[src/rtl/keypad_pkg.sv]
// Shared types and constants for the keypad-to-queue writer.
// Optional auto-repeat is enabled by defining KEYPAD_REPEAT_EN (see keypad_fifo_writer.sv).
package keypad_pkg;

    typedef enum logic [1:0] {
        StScan,
        StDebounce,
        StWrite,
        StRelease
    } state_e;

    // Column drive after reset: column 0 pulled low.
    localparam logic [3:0] ColReset = 4'b1110;

    // Key code per (row, col), entry index {row, col}; entry 0 in the LSBs.
    //   row0: 1 2 3 A   row1: 4 5 6 B   row2: 7 8 9 C   row3: E 0 F D
    localparam logic [63:0] CodeMap = {
        4'hD, 4'hF, 4'h0, 4'hE,
        4'hC, 4'h9, 4'h8, 4'h7,
        4'hB, 4'h6, 4'h5, 4'h4,
        4'hA, 4'h3, 4'h2, 4'h1
    };

    function automatic logic [3:0] key_code(logic [1:0] row, logic [1:0] col);
        return CodeMap[{row, col, 2'b00} +: 4];
    endfunction

endpackage

[src/rtl/keypad_fifo_writer_if.sv]
// Write side of the 16x8 queue: chip select, insert/delete select, data and Full.
interface keypad_fifo_writer_if #(
    parameter int unsigned DataWide = 8
);
    logic                full;
    logic                cs;
    logic                insert;
    logic [DataWide-1:0] data;

    modport master (input full, output cs, output insert, output data);
    modport slave  (output full, input cs, input insert, input data);
endinterface

[src/rtl/keypad_scan_tick.sv]
// Free-running prescaler: one-cycle tick every SCAN_DIV clocks (column dwell time).
module keypad_scan_tick #(
    parameter int unsigned SCAN_DIV = 50000
) (
    input  logic clk,
    input  logic rst,
    output logic tick
);
    localparam int unsigned CntW = $clog2(SCAN_DIV);

    logic [CntW-1:0] cnt_q, cnt_d;

    // Wrap the counter at SCAN_DIV-1 and flag that cycle as the tick.
    always_comb begin
        tick  = (cnt_q == CntW'(SCAN_DIV - 1));
        cnt_d = tick ? '0 : cnt_q + CntW'(1);
    end

    // Prescaler state.
    always_ff @(posedge clk or negedge rst) begin
        if (!rst) begin
            cnt_q <= '0;
        end else begin
            cnt_q <= cnt_d;
        end
    end

endmodule

[src/rtl/keypad_fifo_writer.sv]
// Scans a 4x4 active-low keypad, debounces presses and inserts one key code per accepted
// press into the queue. Define KEYPAD_REPEAT_EN to add auto-repeat while a key stays held.
module keypad_fifo_writer
    import keypad_pkg::*;
#(
    parameter int unsigned DataWide       = 8,
    parameter int unsigned SCAN_DIV       = 50000,
    parameter int unsigned DEBOUNCE_SCANS = 4,
    parameter int unsigned REPEAT_DELAY   = 50,
    parameter int unsigned REPEAT_RATE    = 10
) (
    input  logic                        clk,
    input  logic                        rst,
    input  logic [3:0]                  kp_row,
    output logic [3:0]                  kp_col,
    keypad_fifo_writer_if.master        fifo,
    output logic                        overflow,
    input  logic                        clr_ovf
);
    localparam int unsigned CntW = $clog2(DEBOUNCE_SCANS + 1);

    logic                tick;
    logic [3:0]          row_meta_q, row_sync_q;
    state_e              state_q, state_d;
    logic [3:0]          col_q, col_d;
    logic [1:0]          row_idx_q, row_idx_d;
    logic [1:0]          col_idx_q, col_idx_d;
    logic [CntW-1:0]     cnt_q, cnt_d;
    logic [DataWide-1:0] data_q, data_d;
    logic                ovf_q, ovf_d;
    logic                cs, insert;
    logic                key_low;

`ifdef KEYPAD_REPEAT_EN
    localparam int unsigned RepMax = (REPEAT_DELAY > REPEAT_RATE) ? REPEAT_DELAY : REPEAT_RATE;
    localparam int unsigned RepW   = $clog2(RepMax + 1);

    logic [RepW-1:0] rep_cnt_q, rep_cnt_d;
    logic [RepW-1:0] rep_target;
    logic            rep_armed_q, rep_armed_d;
`else
    logic unused_repeat;
    assign unused_repeat = ^{REPEAT_DELAY, REPEAT_RATE};
`endif

    // Lowest-numbered row that reads low.
    function automatic logic [1:0] lowest_low_row(logic [3:0] row);
        if (!row[0]) return 2'd0;
        if (!row[1]) return 2'd1;
        if (!row[2]) return 2'd2;
        return 2'd3;
    endfunction

    // Index of the column currently driven low.
    function automatic logic [1:0] driven_col(logic [3:0] col);
        case (col)
            4'b1101: return 2'd1;
            4'b1011: return 2'd2;
            4'b0111: return 2'd3;
            default: return 2'd0;
        endcase
    endfunction

    keypad_scan_tick #(
        .SCAN_DIV(SCAN_DIV)
    ) u_scan_tick (
        .clk (clk),
        .rst (rst),
        .tick(tick)
    );

    // Two-flop synchroniser for the asynchronous row inputs.
    always_ff @(posedge clk or negedge rst) begin
        if (!rst) begin
            row_meta_q <= 4'hF;
            row_sync_q <= 4'hF;
        end else begin
            row_meta_q <= kp_row;
            row_sync_q <= row_meta_q;
        end
    end

    assign key_low = ~row_sync_q[row_idx_q];

    // Scan / debounce / write / release sequencing and the queue write strobe.
    always_comb begin
        state_d   = state_q;
        col_d     = col_q;
        row_idx_d = row_idx_q;
        col_idx_d = col_idx_q;
        cnt_d     = cnt_q;
        data_d    = data_q;
        ovf_d     = ovf_q;
        cs        = 1'b0;
        insert    = 1'b0;
`ifdef KEYPAD_REPEAT_EN
        rep_cnt_d   = rep_cnt_q;
        rep_armed_d = rep_armed_q;
        rep_target  = rep_armed_q ? RepW'(REPEAT_RATE) : RepW'(REPEAT_DELAY);
`endif
        // A dropped write in the same cycle overrides the clear below.
        if (clr_ovf) ovf_d = 1'b0;

        unique case (state_q)
            StScan: begin
                if (tick) begin
                    if (row_sync_q == 4'hF) begin
                        col_d = {col_q[2:0], col_q[3]};
                    end else begin
                        row_idx_d = lowest_low_row(row_sync_q);
                        col_idx_d = driven_col(col_q);
                        cnt_d     = CntW'(1);
                        state_d   = StDebounce;
                    end
                end
            end
            StDebounce: begin
                if (cnt_q == CntW'(DEBOUNCE_SCANS)) begin
                    data_d  = DataWide'(key_code(row_idx_q, col_idx_q));
                    state_d = StWrite;
`ifdef KEYPAD_REPEAT_EN
                    rep_armed_d = 1'b0;
`endif
                end else if (tick) begin
                    if (key_low) cnt_d = cnt_q + CntW'(1);
                    else         state_d = StScan;
                end
            end
            StWrite: begin
                if (!fifo.full) begin
                    cs     = 1'b1;
                    insert = 1'b1;
                end else begin
                    ovf_d = 1'b1;
                end
                cnt_d   = '0;
                state_d = StRelease;
`ifdef KEYPAD_REPEAT_EN
                rep_cnt_d = '0;
`endif
            end
            StRelease: begin
                if (cnt_q == CntW'(DEBOUNCE_SCANS)) begin
                    state_d = StScan;
                end else if (tick) begin
                    if (!key_low) cnt_d = cnt_q + CntW'(1);
                    else          cnt_d = '0;
`ifdef KEYPAD_REPEAT_EN
                    // Held ticks must be uninterrupted; any high sample restarts the count.
                    if (key_low) begin
                        rep_cnt_d = rep_cnt_q + RepW'(1);
                        if (rep_cnt_q + RepW'(1) == rep_target) begin
                            rep_armed_d = 1'b1;
                            state_d     = StWrite;
                        end
                    end else begin
                        rep_cnt_d = '0;
                    end
`endif
                end
            end
            default: state_d = StScan;
        endcase
    end

    // Control state, latched key position, data and sticky overflow.
    always_ff @(posedge clk or negedge rst) begin
        if (!rst) begin
            state_q   <= StScan;
            col_q     <= ColReset;
            row_idx_q <= '0;
            col_idx_q <= '0;
            cnt_q     <= '0;
            data_q    <= '0;
            ovf_q     <= 1'b0;
        end else begin
            state_q   <= state_d;
            col_q     <= col_d;
            row_idx_q <= row_idx_d;
            col_idx_q <= col_idx_d;
            cnt_q     <= cnt_d;
            data_q    <= data_d;
            ovf_q     <= ovf_d;
        end
    end

`ifdef KEYPAD_REPEAT_EN
    // Auto-repeat hold counter and first-repeat-done flag.
    always_ff @(posedge clk or negedge rst) begin
        if (!rst) begin
            rep_cnt_q   <= '0;
            rep_armed_q <= 1'b0;
        end else begin
            rep_cnt_q   <= rep_cnt_d;
            rep_armed_q <= rep_armed_d;
        end
    end
`endif

    assign kp_col      = col_q;
    assign overflow    = ovf_q;
    assign fifo.cs     = cs;
    assign fifo.insert = insert;
    assign fifo.data   = data_q;

endmodule

[src/flat_wrapper.sv]
// flat-port wrapper written by rule: the top's interface ports become plain ports
module keypad_fifo_writer_flat import keypad_pkg::*;
#(
    parameter int unsigned DataWide       = 8,
    parameter int unsigned SCAN_DIV       = 50000,
    parameter int unsigned DEBOUNCE_SCANS = 4,
    parameter int unsigned REPEAT_DELAY   = 50,
    parameter int unsigned REPEAT_RATE    = 10
)
  (clk, rst, kp_row, kp_col, overflow, clr_ovf, fifo_full, fifo_cs, fifo_insert, fifo_data);
  keypad_fifo_writer_if #(.DataWide(DataWide)) fifo_i ();
  input  logic clk;
  input  logic rst;
  input  logic [3:0] kp_row;
  output logic [3:0] kp_col;
  output logic overflow;
  input  logic clr_ovf;
  input wire logic [$bits(fifo_i.full)-1:0] fifo_full;
  output wire logic [$bits(fifo_i.cs)-1:0] fifo_cs;
  output wire logic [$bits(fifo_i.insert)-1:0] fifo_insert;
  output wire logic [$bits(fifo_i.data)-1:0] fifo_data;
  assign fifo_i.full = fifo_full;
  assign fifo_cs = fifo_i.cs;
  assign fifo_insert = fifo_i.insert;
  assign fifo_data = fifo_i.data;
  keypad_fifo_writer #(.DataWide(DataWide), .SCAN_DIV(SCAN_DIV), .DEBOUNCE_SCANS(DEBOUNCE_SCANS), .REPEAT_DELAY(REPEAT_DELAY), .REPEAT_RATE(REPEAT_RATE)) u_core (.clk(clk), .rst(rst), .kp_row(kp_row), .kp_col(kp_col), .fifo(fifo_i), .overflow(overflow), .clr_ovf(clr_ovf));
endmodule
[config.mk]
export PLATFORM = sky130hd
export DESIGN_NAME = keypad_fifo_writer_flat
export DESIGN_NICKNAME = d
export VERILOG_FILES = /design/src/rtl/keypad_pkg.sv /design/src/rtl/keypad_fifo_writer_if.sv /design/src/rtl/keypad_scan_tick.sv /design/src/rtl/keypad_fifo_writer.sv /design/src/flat_wrapper.sv
export SDC_FILE = /design/constraint.sdc
export NUM_CORES = 1
export LEC_CHECK = 0
export ABC_CLOCK_PERIOD_IN_PS = 5060
export CAP_MARGIN = 20
export CORE_AREA = 3 3 69 71
export CTS_CLUSTER_DIAMETER = 150
export CTS_CLUSTER_SIZE = 8
export DETAILED_ROUTE_END_ITERATION = 12
export DIE_AREA = 0 0 72 74
export MAX_ROUTING_LAYER = met4
export PLACE_DENSITY = 0.71
export SETUP_SLACK_MARGIN = 0.4
export SYNTH_ARGS = -nofsm -noshare
export SYNTH_HDL_FRONTEND = slang
export SYNTH_SLANG_ARGS = --single-unit
[constraint.sdc]
create_clock -name clk -period 5.06 [get_ports clk]
set_input_delay 0.759 -clock clk [delete_from_list [all_inputs] [get_ports clk]]
set_output_delay 0.759 -clock clk [all_outputs]
set_load 0.05 [all_outputs]
# Word-level counts from Yosys, hierarchy flattened
# Cells that the tools add are included.
# totals
register_bits	42
latch_bits	0
mem_bits_rw	0
mem_bits_ro	0
inputBits	8
out_inout_bits	15
elab_cells	86
n_memories	0
# classes
add_sub_neg	2
n_mul	0
n_div	0
n_lt_le_gt_ge	1
n_eq_ne	19
n_shift	1
muxes	46
n_bitwise	1
reduce_logical	6
# op_table
cell	n
variable part select 64 x 7 -> 4 bit, first input constant	1
2-to-1 mux 2 bit	12
2-to-1 mux 3 bit	8
2-to-1 mux 1 bit	21
adder 16 x 1 -> 16 bit, second input constant	1
== test 16 bit, second input constant	1
2-to-1 mux 16 bit	1
== test 4 bit, second input constant	3
case mux 3 bit (4 select lines)	1
inequality test 2 x 1 -> 1 bit, second input constant	4
inequality test 2 bit, second input constant	4
case mux 2 bit (4 select lines)	1
AND reduction 7 bit	1
inequality test 3 x 1 -> 1 bit, second input constant	2
case mux 2 bit (3 select lines)	1
AND reduction 3 bit	2
AND reduction 5 bit	1
== test 2 bit, second input constant	2
== test 4 x 3 -> 1 bit, second input constant	1
adder 3 x 1 -> 3 bit, second input constant	1
== test 3 bit, second input constant	1
< comparator 2 x 3 -> 1 bit, second input constant	1
binary-select mux 1 bit (select 2 bit)	1
== test 2 x 1 -> 1 bit, second input constant	1
3 further kinds	3

# Logic depth before layout (Yosys ltp)
# logic_depth
word_depth	16
mapped_depth	7
mapped_depth_nobuf	7

# Cells and area by module
# Synthesis repeated with hierarchy kept, for this count alone.
# hier_totals
hier_cells	189
area_unflattened_um2	2069.5
# by_module_without_submodules
module	instances	cells_per_inst	area_each_um2	seq_area_each_um2
keypad_fifo_writer	1	121	1318.8	664.4
keypad_scan_tick	1	68	750.7	400.4

# Worst setup path after synthesis
# Ideal clock, no wire load.
# synth_timing
path_kind	input -> output
start	input fifo_full
end	output fifo_insert
t_arrival_ns	2.229
required_time_ns	4.301
setup_slack_ns	2.072
path_stages	2
n_path_buf	1
cell_sequence	nor3_1 -> buf_4
# synth_between
elab_chain_cells	2
# synth_lines
item	line_no	source
from (decl)	flat_wrapper.sv:18	input wire logic [$bits(fifo_i.full)-1:0] fifo_full;
2-to-1 mux 1 bit	keypad_fifo_writer.sv:130	if (!fifo.full) begin
2-to-1 mux 1 bit	keypad_fifo_writer.sv:104	unique case (state_q)
to (decl)	flat_wrapper.sv:20	output wire logic [$bits(fifo_i.insert)-1:0] fifo_insert;
# Every way passes these cells.

# Worst setup path after layout
# layout_timing
start	input fifo_full
end	output fifo_cs
# layout_between
elab_chain_cells	2
# layout_lines
item	line_no	source
2-to-1 mux 1 bit	keypad_fifo_writer.sv:130	
2-to-1 mux 1 bit	keypad_fifo_writer.sv:104	
to (decl)	flat_wrapper.sv:19	output wire logic [$bits(fifo_i.cs)-1:0] fifo_cs;
# Every way passes these cells.

==> out/results.ini <==
[placed_design]
placed_area_sq_um = 2280
place_ws_ns = 2.08
portBuffers = 18
dp_hpwl_mm = 2.32
place_congestion = 0.775

[detailed_routing]
wl_per_cell_microns = 12.4
ant_nets = 0
dr.pass1.iters = 4
routed_via_density = 5.32
routed_wl_mm = 3.30
drt_iter0_drc = 115
dr_total_vias = 1415
route.detailed.drc = 0

[global_route]
antenna_found_initial = 0
grt_pass1_vias = 1311
globalRouteTotalUtil_pct = 14.7
grt_pass1_wl_mm = 5.91
grt-ovfl-total = 0
grt_max_degree = 43

[critical_path]
crit_path_frequent_cell = clkdlybuf4s50_1
cp_max_fo = 2
critical_path_required_ns = 4.30
crit_buf_inv = 2
arrival_ns = 2.22
worstPathCellList = clkdlybuf4s50_1, nor3_1, clkdlybuf4s50_1
criticalPathCategory = input pin to output port
cp_top_family = buffers and inverters
cp-start-kind = input pin
cp_slowest_cell = clkdlybuf4s50_1
end_kind = output port
max_stage_delay_ns = 0.84

[yosys]
yosys_register_bits = 42
synth_top_area_share_pct = 36.9
synth_top_flop_cell = dfrtp_1
syn_area_sq_um = 2100
yosysMostFrequentCell = dfrtp_1
yosys-top-cells-area = dfrtp_1 37%, dfstp_2 14%, ha_1 4.8%
synth_cells = 198
postSynthAreaPerCell_sq_um = 10.6
async_reset_ff_share_pct = 100
ys_warn_count = 0
synth_commonest_cells = 31 x dfrtp_1, 17 x nor2_1, 16 x nand2_1, 12 x o21ai_0
synth_seq_area_share_pct = 50.7
synth-edff-count = 0
yosysUniqueCellTypes = 45
synth.largest_area_cell = dfrtp_1

[sta]
maxSlewHeadroom_pct = 41.0
fin_crit_ns = 2.98
rsz0062_at_grt = no
fmax_mhz = 336
hold_slack_ns = 0.357
finalSetupViolations = 0
tightest_slew_ns = 0.885
period_share_pct = 58.8
fin_skew_ns = 0.00269
timing.final.ws_setup_ns = 2.08
hold_viol_final = 0
drv_slew = 0
fin_setup_tns_ns = 0

[finish]
final_cell_area_sq_um = 2380
final_nets = 229
n_antenna_cell = 0
drive_gt1_share_pct = 15.4
area_delta_synth_final_pct = 13.5
final_util_pct = 55.5

[floorplan]
rows = 24
initial_core_util_pct = 49.0
ioPinCount = 23
die_x_microns = 72
die_h_microns = 74
die_area_sq_um = 5330
core-area_sq_um = 4290

[cts]
cts_inserted_buffers = 5
hold_buffers = 0
insertion_delay_ns = 0.29
cts_sinks = 42
postCtsSetupRepairBufs = 0
clockBufferDepth = 2
cts_resized = 0
htreeDepth = 2
cts_root_buf = clkbuf_8
clkTransAtPathRegs_ns = 0.08
cts_tree = done

[power_and_ir_drop]
ir_drop_mv = 0.142
p_per_area_nw_per_um2 = 260
leakagePower_uw = 0.00106

[run_status]
status = finished, final reports clean

[run]
drv_cap = 0

[worst_hold_path]
hold_path.class = flop to flop

[per-stage QoR]
step                total power, uW  std cells
floorplan                       360        201
global placement                370        258
detailed placement              370        258
CTS                             630        266
global route                    645        266
finish                          621        266
[cells by family after synthesis]
group	after synthesis	synth area share (%)
compound gates	30	8.87
xor+xnor	16	6.67
fa+ha+maj	8	4.76
buf+inv	24	5.65
flops	42	50.7
mux	10	6.31
other cells	1	0.178
simple gates	67	16.9
[sequential cells by signal (all words and copies together), names as in the netlist, named ones only]
register / cells
u_core.col_idx_q: 2
u_core.row_idx_q: 2
u_core.overflow: 1
u_core.cnt_q: 3
u_core.kp_col: 4
u_core.row_sync_q: 4
u_core.fifo.data: 4
u_core.u_scan_tick.cnt_q: 16
u_core.row_meta_q: 4
u_core.state_q: 1
[per-layer routing]
metal	global-route usage [%]	vias to the layer above	routed length [microns]
li1	-	699	-
met1	19.4	682	1610
met2	21.3	29	1490
met3	4.46	5	141
met4	5.64	0	63
met5	-	-	0
[area by class of cell]
class / count / area (sq um)
well taps: 52 / 65.1
clock buffers: 5 / 68.8
repair buffers: 18 / 175
clock inverters: 3 / 40.0
fillers: 373 / 1910
inverters: 11 / 41.3
flip-flops and latches: 42 / 1060
multi-input cells: 135 / 930
[final timing paths]
path	start	end	slack [ns]	depth (start not counted)
hold reg to reg	u_core.row_meta_q[3]$_DFF_PN1_	u_core.row_sync_q[3]$_DFF_PN1_	0.36	0
hold / removal	u_core.row_meta_q[3]$_DFF_PN1_	u_core.row_sync_q[3]$_DFF_PN1_	0.36	0
max in group asynchronous	rst	u_core.col_idx_q[0]$_DFFE_PN0P_	3.93	1
setup / recovery	fifo_full	fifo_cs	2.08	3
min in group asynchronous	rst	u_core.u_scan_tick.cnt_q[3]$_DFF_PN0_	0.59	1
setup reg to reg	u_core.u_scan_tick.cnt_q[0]$_DFF_PN0_	u_core.kp_col[0]$_DFFE_PN0P_	2.71	6
[where the power goes]
group	total [uW]	switching [uW]	internal, uW
registers	343	1.59	341
logic	19.9	14.5	5.44
clock network	258	113	145
[layout by cell type (no fill, tap or decap), types with 2 or more instances in the layout]
master,Yosys,layout
nor2_1,17,17
and3_1,2,2
nand2_1,16,16
nor3b_1,2,2
nor3_1,4,4
clkbuf_8,0,5
a21oi_1,6,6
clkinv_2,0,2
or3_1,2,2
o21ai_0,12,12
dfstp_2,11,11
dfrtp_1,31,31
inv_1,11,11
nand4_1,5,5
ha_1,8,8
a31oi_1,2,2
xnor2_1,7,7
or4_4,2,2
nor2b_1,2,2
mux2i_1,5,5
mux2_4,4,4
conb_1,1,4
o211ai_1,2,2
clkdlybuf4s50_1,0,17
xor2_1,9,9
nand3_1,7,7
(Power assumes the default switching activity.)
